**config.mk**
```make
export PLATFORM = sky130hd
export DESIGN_NAME = alu_32_flat
export DESIGN_NICKNAME = d
export VERILOG_FILES = /design/src/rtl/alu_32_pkg.sv /design/src/rtl/alu_32_if.sv /design/src/rtl/alu_32_adder.sv /design/src/rtl/alu_32.sv /design/src/flat_wrapper.sv
export SDC_FILE = /design/constraint.sdc
export NUM_CORES = 2
export LEC_CHECK = 0
export ABC_CLOCK_PERIOD_IN_PS = 8700
export CAP_MARGIN = 20
export CORE_ASPECT_RATIO = 1.4
export CORE_MARGIN = 2
export CORE_UTILIZATION = 45
export DETAILED_ROUTE_END_ITERATION = 10
export GPL_TIMING_DRIVEN = 1
export RECOVER_POWER = 100
export SLEW_MARGIN = 30
export SYNTH_ARGS = -nofsm -noshare
export SYNTH_HDL_FRONTEND = slang
export SYNTH_SLANG_ARGS = --single-unit
```
**constraint.sdc**
```tcl
create_clock -name clk -period 8.7 [get_ports clk]
set_input_delay 0.87 -clock clk [delete_from_list [all_inputs] [get_ports clk]]
set_output_delay 0.87 -clock clk [all_outputs]
set_load 0.01 [all_outputs]
```
**src/rtl/alu_32_pkg.sv**
```systemverilog
// Shared constants for the 32-bit ALU: data width and the 3-bit opcode map.
package alu_32_pkg;
  localparam int DATA_W = 32;

  localparam logic [2:0] OP_ADD  = 3'b000;
  localparam logic [2:0] OP_XOR  = 3'b001;
  localparam logic [2:0] OP_SUB  = 3'b010;
  localparam logic [2:0] OP_MULT = 3'b011;
  localparam logic [2:0] OP_SLT  = 3'b100;
  localparam logic [2:0] OP_NOR  = 3'b101;
  localparam logic [2:0] OP_AND  = 3'b110;
  localparam logic [2:0] OP_OR   = 3'b111;
endpackage

```
**src/rtl/alu_32_if.sv**
```systemverilog
// ALU operand/result bundle. There is no handshake: the master presents
// ALU_OP/A/B/C_I every cycle and R/C_O hold the result of the previous edge.
interface alu_32_if;
  import alu_32_pkg::*;

  logic [2:0]        ALU_OP;
  logic [DATA_W-1:0] A;
  logic [DATA_W-1:0] B;
  logic              C_I;
  logic [DATA_W-1:0] R;
  logic              C_O;

  modport master (output ALU_OP, output A, output B, output C_I,
                  input R, input C_O);
  modport slave  (input ALU_OP, input A, input B, input C_I,
                  output R, output C_O);
endinterface

```
**src/rtl/alu_32_adder.sv**
```systemverilog
// 32-bit adder with carry-in, carry-out and signed overflow; shared by ADD/SUB/SLT.
module alu_32_adder
  import alu_32_pkg::*;
(
  input  logic [DATA_W-1:0] a_i,
  input  logic [DATA_W-1:0] b_i,
  input  logic              c_i,
  output logic [DATA_W-1:0] sum_o,
  output logic              c_o,
  output logic              ovf_o
);
  assign {c_o, sum_o} = {1'b0, a_i} + {1'b0, b_i} + {{DATA_W{1'b0}}, c_i};

  // Overflow: operands share a sign that the sum does not.
  assign ovf_o = (a_i[DATA_W-1] == b_i[DATA_W-1]) &&
                 (sum_o[DATA_W-1] != a_i[DATA_W-1]);
endmodule

```
**src/rtl/alu_32.sv**
```systemverilog
// 32-bit ALU with one-cycle registered result; a new operation every cycle.
module alu_32
  import alu_32_pkg::*;
(
  input  logic      clk,
  input  logic      rst,
  alu_32_if.slave   bus
);
  logic [DATA_W-1:0]   add_b;
  logic                add_ci;
  logic [DATA_W-1:0]   add_sum;
  logic                add_co;
  logic                add_ovf;
  logic [2*DATA_W-1:0] prod;
  logic [DATA_W-1:0]   r_d, r_q;
  logic                c_d, c_q;

  // SUB and SLT compute A + ~B + 1; only ADD lets C_I through.
  assign add_b  = (bus.ALU_OP == OP_ADD) ? bus.B   : ~bus.B;
  assign add_ci = (bus.ALU_OP == OP_ADD) ? bus.C_I : 1'b1;

  alu_32_adder u_adder (
    .a_i   (bus.A),
    .b_i   (add_b),
    .c_i   (add_ci),
    .sum_o (add_sum),
    .c_o   (add_co),
    .ovf_o (add_ovf)
  );

  assign prod = {{DATA_W{1'b0}}, bus.A} * {{DATA_W{1'b0}}, bus.B};

  always_comb begin
    r_d = '0;
    c_d = 1'b0;
    case (bus.ALU_OP)
      OP_ADD:  begin r_d = add_sum; c_d = add_co; end
      OP_SUB:  begin r_d = add_sum; c_d = add_co; end
      OP_SLT:  r_d = {{(DATA_W-1){1'b0}}, add_sum[DATA_W-1] ^ add_ovf};
      OP_MULT: begin
        r_d = prod[DATA_W-1:0];
        c_d = |prod[2*DATA_W-1:DATA_W];
      end
      OP_XOR:  r_d = bus.A ^ bus.B;
      OP_NOR:  r_d = ~(bus.A | bus.B);
      OP_AND:  r_d = bus.A & bus.B;
      OP_OR:   r_d = bus.A | bus.B;
      default: begin r_d = '0; c_d = 1'b0; end
    endcase
  end

  always_ff @(posedge clk) begin
    if (rst) begin
      r_q <= '0;
      c_q <= 1'b0;
    end else begin
      r_q <= r_d;
      c_q <= c_d;
    end
  end

  assign bus.R   = r_q;
  assign bus.C_O = c_q;
endmodule

```
**src/flat_wrapper.sv**
```systemverilog
// flat-port wrapper written by rule: the top's interface ports become plain ports
module alu_32_flat import alu_32_pkg::*;
  (clk, rst, bus_ALU_OP, bus_A, bus_B, bus_C_I, bus_R, bus_C_O);
  alu_32_if bus_i ();
  input  logic clk;
  input  logic rst;
  input wire logic [$bits(bus_i.ALU_OP)-1:0] bus_ALU_OP;
  input wire logic [$bits(bus_i.A)-1:0] bus_A;
  input wire logic [$bits(bus_i.B)-1:0] bus_B;
  input wire logic [$bits(bus_i.C_I)-1:0] bus_C_I;
  output wire logic [$bits(bus_i.R)-1:0] bus_R;
  output wire logic [$bits(bus_i.C_O)-1:0] bus_C_O;
  assign bus_i.ALU_OP = bus_ALU_OP;
  assign bus_i.A = bus_A;
  assign bus_i.B = bus_B;
  assign bus_i.C_I = bus_C_I;
  assign bus_R = bus_i.R;
  assign bus_C_O = bus_i.C_O;
  alu_32 u_core (.clk(clk), .rst(rst), .bus(bus_i));
endmodule
```
# After elaboration in Yosys (flattened, before gate mapping)

Index checks and enable logic that the tools add are counted.

Add/subtract/negate cells: 2
$mul: 1
Equality and inequality tests: 9
Muxes and demuxes: 4
Bitwise operators: 6
Reductions and logical operators: 4

Operator list:

| operator                                            | count |
|---|---|
| one-hot mux 32 bit (7 select lines)                 | 1 |
| multiplier 32 x 32 -> 64 bit                        | 1 |
| NOT 32 bit                                          | 2 |
| adder 32 x 32 -> 33 bit                             | 1 |
| adder 33 x 1 -> 33 bit                              | 1 |
| bitwise AND 32 bit                                  | 1 |
| 2-to-1 mux 32 bit                                   | 1 |
| OR 32 bit                                           | 1 |
| OR reduction 32 bit                                 | 1 |
| XOR 32 bit                                          | 1 |
| equality test 3 bit, second input constant          | 4 |
| equality test 3 x 2 -> 1 bit, second input constant | 2 |
| equality test 3 x 1 -> 1 bit, second input constant | 1 |
| logical NOT 3 bit                                   | 1 |
| one-hot mux 1 bit (2 select lines)                  | 1 |
| OR reduction 2 bit                                  | 1 |
| equality test 1 bit                                 | 1 |
| logical AND 1 bit                                   | 1 |
| 2-to-1 mux 1 bit                                    | 1 |
| inequality test 1 bit                               | 1 |
| XOR 1 bit                                           | 1 |

Register bits after elaboration: 33
Input bits: 70
Output and inout port bits: 33
Word-level logic and storage cells: 28

# Logic depth before layout (Yosys ltp)

Depth in word-level cells: 8
Depth in mapped cells: 32

# Cells and area by module

From an unflattened synthesis, not the netlist that was laid out.

Cell total of the unflattened synthesis: 4326
Area total of the unflattened synthesis: 37016.8 um2

Modules (own cells, without submodules):

| module       | instances | cells an instance | area an instance (um2) | sequential area each (um2) |
|---|---|---|---|---|
| alu_32       | 1         | 4063              | 35186.2                | 660.6 |
| alu_32_adder | 1         | 263               | 1830.5                 | 0.0 |

# Least setup slack after synthesis

Ideal clock, no wire load.

Kind: input to register
Start point: input bus_B[9]
End point: register u_core.c_q, in the netlist u_core.bus.C_O
Setup time: 132 ps
Data arrival time: 8858 ps
Required time: 8568 ps
Slack: -290 ps
Cell stages on the path: 27
Path buffers: 3
Cell sequence: clkbuf_1 > clkinv_1 > buf_1 > nor2_1 > fa_1 > fa_1 > inv_1 > fa_1 > fa_1 > inv_1 > fa_1 > fa_1 > fa_1 > fa_1 > ha_1 > clkbuf_1 > a21oi_2 > o21a_1 > a2bb2oi_1 > o211a_1 > o221ai_1 > a2111o_1 > or4_1 > or4_1 > a2111o_1 > nor3_1 > o41ai_1

Longest elaborated chain between the ends: 5
Elaborated cells between the ends (all ways): 7

Ends and longest elaborated chain:

| what                                                                                 | RTL line          | text |
|---|---|---|
| start, declared                                                                      | flat_wrapper.sv:9 | `input wire logic [$bits(bus_i.B)-1:0] bus_B;` |
| parallel branches: the longest is 4 deep, another holds multiplier 32 x 32 -> 64 bit | n/a               |  |
| one-hot mux 1 bit (2 select lines) (*)                                               | alu_32.sv:36      | `case (bus.ALU_OP)` |
| end signal, assigned                                                                 | alu_32.sv:55      | `c_q <= 1'b0;` |
| end signal, assigned                                                                 | alu_32.sv:58      | `c_q <= c_d;` |
| end, declared                                                                        | alu_32.sv:16      | `logic c_d, c_q;` |

Mark *: on every way between the ends.
A chain may end at the register's enable or synchronous reset.

# Final worst setup path

Start point: input bus_A[20]
End point: register u_core.c_q, in the netlist u_core.bus.C_O

Longest elaborated chain between the ends: 3
Elaborated cells between the ends (all ways): 5

Ends and longest elaborated chain:

| what                                                                           | RTL line                         | text |
|---|---|---|
| start, declared                                                                | flat_wrapper.sv:8                | `input wire logic [$bits(bus_i.A)-1:0] bus_A;` |
| multiplier 32 x 32 -> 64 bit / adder 32 x 32 -> 33 bit (equally long branches) | alu_32.sv:31, alu_32_adder.sv:12 |  |
| OR reduction 32 bit / adder 33 x 1 -> 33 bit (equally long branches)           | alu_32.sv:42, alu_32_adder.sv:12 |  |
| one-hot mux 1 bit (2 select lines) (*)                                         | alu_32.sv:36                     |  |

Every way passes the cells marked *; elsewhere a longest branch is shown, timed or not.

==> results.json <==
{
  "status": "finished, violations left",
  "violations": "capacitance limit, slew limit, setup timing",
  "nNetsFinal": 6283,
  "crit_path_end_kind": "register",
  "ys_ff_latch": 33,
  "async_reset_ff_share_pct": 0,
  "synth_cells": 4312,
  "grt_remaining_overflow": 0,
  "yosys-top-cells-area": "fa_1 49%, ha_1 12%, inv_1 7.7%",
  "rsz0062_at_grt": "true",
  "antenna_found_initial": 6,
  "io_pins": 103,
  "post-route-util_pct": 56.9,
  "tns_ns": -0.558,
  "syn-num-nets": 5638,
  "slew_violations": 58,
  "crit_top_cell": "fa_1",
  "wl_per_cell_um": 27.0,
  "hold_violations": 0,
  "drc": 0,
  "maxCapViolations": 3,
  "grt_pass1_vias": 37102,
  "drtIter0Drc": 2535,
  "root_buffer": "clkbuf_16",
  "antenna_left": 0,
  "place_congestion": 1.03,
  "place_area_mm2": 0.0450,
  "die_area_mm2": 0.0846,
  "die_w_um": 246,
  "clk_pin_slew_ns": 0.05,
  "via_per_inst": 5.68,
  "htree_num_levels": 2,
  "netlist_area_mm2": 0.0370,
  "numCtsBuffers": 5,
  "avgSynthCellArea_um2": 8.59,
  "final.period_utilization_pct": 106,
  "fin_area_mm2": 0.0464,
  "area_growth_pct": 25.4,
  "dp_slack_ns": -1.62,
  "setup_viol": 2,
  "setup_slack_ns": -0.491,
  "cp_max_fo": 6,
  "cp_data_required_time_ns": 8.84,
  "drtPass1Iterations": 8,
  "yosysTopAreaCellShare_pct": 48.5,
  "finalWirelength_um": 163000,
  "ys_types": 78,
  "synth_flop_cell": "dfxtp_1",
  "synth_edf_count": 0,
  "slew_headroom_pct": -21.1,
  "hp-class": "primary input to register",
  "vias": 34280,
  "crit_path_max_incr_delay_ns": 0.60,
  "crit_family": "adder cells",
  "seq_area_frac_synth_pct": 1.78,
  "grt_first_pass_wirelength_um": 237000,
  "fmax_ghz": 0.109,
  "holdBufCountCts": 0,
  "worst-path-buf-inv": 4,
  "slowest_stage": "fa_1",
  "worst_slew_pin_slew_ns": 1.81,
  "drive_above_1_share_pct": 19.9,
  "cts.sinks": 33,
  "die_h_um": 343,
  "num_rows": 124,
  "startpoint_type": "primary input",
  "period_needed_ns": 9.19,
  "cts_tree": "done",
  "critical_path_arrival_ns": 9.33,
  "clock_path_buffers": 2,
  "start_util_pct": 45.4,
  "grt_max_degree": 60,
  "port_buffers": 102,
  "ys_warn_count": 0,
  "track_usage_pct": 39.1,
  "core-area_mm2": 0.0816,
  "dp_hpwl_um": 140000,
  "synth_top_cell_by_area": "fa_1",
  "worstSetupPathType": "primary input to register"
}
[cells in the final DEF, fill, tap and decap left out, types with 17 or more instances in the layout]
master	synthesis	layout
clkdlybuf4s50_1	0	30
inv_1	757	742
nand2_1	509	507
a221oi_1	22	18
nand4_1	29	29
a21o_1	33	33
nand3_1	35	35
nand2b_1	26	26
ha_1	358	341
a211oi_1	28	27
fa_1	898	878
a31oi_1	25	25
buf_4	0	682
nor2_2	0	36
o21ai_0	60	55
xnor2_1	68	67
buf_6	1	17
inv_2	7	18
nand3b_1	17	17
xor2_1	22	22
o21a_1	20	19
dlymetal6s2s_1	0	19
dlygate4sd3_1	0	34
nor3_1	41	34
mux2i_1	21	21
buf_12	0	80
o211ai_1	17	17
fa_2	0	20
a21oi_1	121	107
nor2_1	666	627
dfxtp_1	33	33
[cells in the mapped netlist, drive strengths merged, types with 17 or more instances]
| cell type | n |
|---|---|
| a21oi | 125 |
| buf | 71 |
| o211ai | 17 |
| o21ai | 69 |
| nand4 | 29 |
| clkinv | 23 |
| nand3b | 17 |
| ha | 358 |
| clkbuf | 194 |
| a31oi | 25 |
| nand3 | 35 |
| o21a | 20 |
| a21o | 33 |
| fa | 898 |
| nor2 | 666 |
| a221oi | 22 |
| mux2i | 21 |
| nand2b | 26 |
| a211oi | 28 |
| nor3 | 41 |
| inv | 764 |
| nand2 | 509 |
| xor2 | 22 |
| xnor2 | 68 |
| dfxtp | 33 |
[timing repair]
action / CTS / global route
cloned: 0 / 4
setup buffers: 26 / 14
pin swaps: 70 / 44
endpoints found under the setup margin: 7 / 6
gates resized for setup: 174 / 98
[logic make-up after synthesis]
group | after synthesis | share of synthesized area [%]
AND/OR/NAND/NOR | 1395 | 15.5
flip-flops | 33 | 1.78
AO/OA/AOI/OAI | 461 | 8.55
adder cells (fa/ha/maj) | 1256 | 60.6
XOR/XNOR | 90 | 2.13
buffers and inverters | 1052 | 10.7
multiplexers | 25 | 0.689
[path summary, 6_finish.rpt]
check	startpoint	to	slack (ns)	cells after the start
hold / removal	bus_ALU_OP[2]	u_core.bus.R[30]	1.28	4
setup / recovery	bus_A[20]	u_core.bus.C_O	-0.49	25
[per-stage QoR]
step | hold slack [ns] | instances
after global routing | 1.31 | 6031
after floorplan | 1.09 | 4312
after global placement | 1.57 | 5979
final | 1.28 | 6033
after detailed placement | 1.53 | 5979
after CTS | 1.25 | 6012
[layer usage]
| layer | part of all wire (%) | track usage (%) | vias to the layer above |
|---|---|---|---|
| li1 | - | - | 14588 |
| met3 | 6.0 | 4.33 | 692 |
| met1 | 32 | 41.7 | 17382 |
| met2 | 48 | 66.6 | 1616 |
| met5 | 0.0068 | 0 | - |
| met4 | 13 | 38.5 | 2 |
[registers in the layout, indices dropped and copies added, names as in the netlist]
| name | flops |
|---|---|
| u_core.bus.R | 32 |
| u_core.bus.C_O | 1 |
[layout make-up]
class | count | area (um2)
antenna | 4 | 10.0
clock buffer | 6 | 139
clock inverter | 2 | 37.5
fill | 7776 | 35200
inverter | 787 | 3030
multi-input combinational | 3227 | 33000
sequential | 33 | 661
tap | 1071 | 1340
timing repair buffer | 903 | 8190
Power is left out: the tool's default activity adds up to more than one toggle a clock period on the data nets, which glitch-free logic cannot reach.
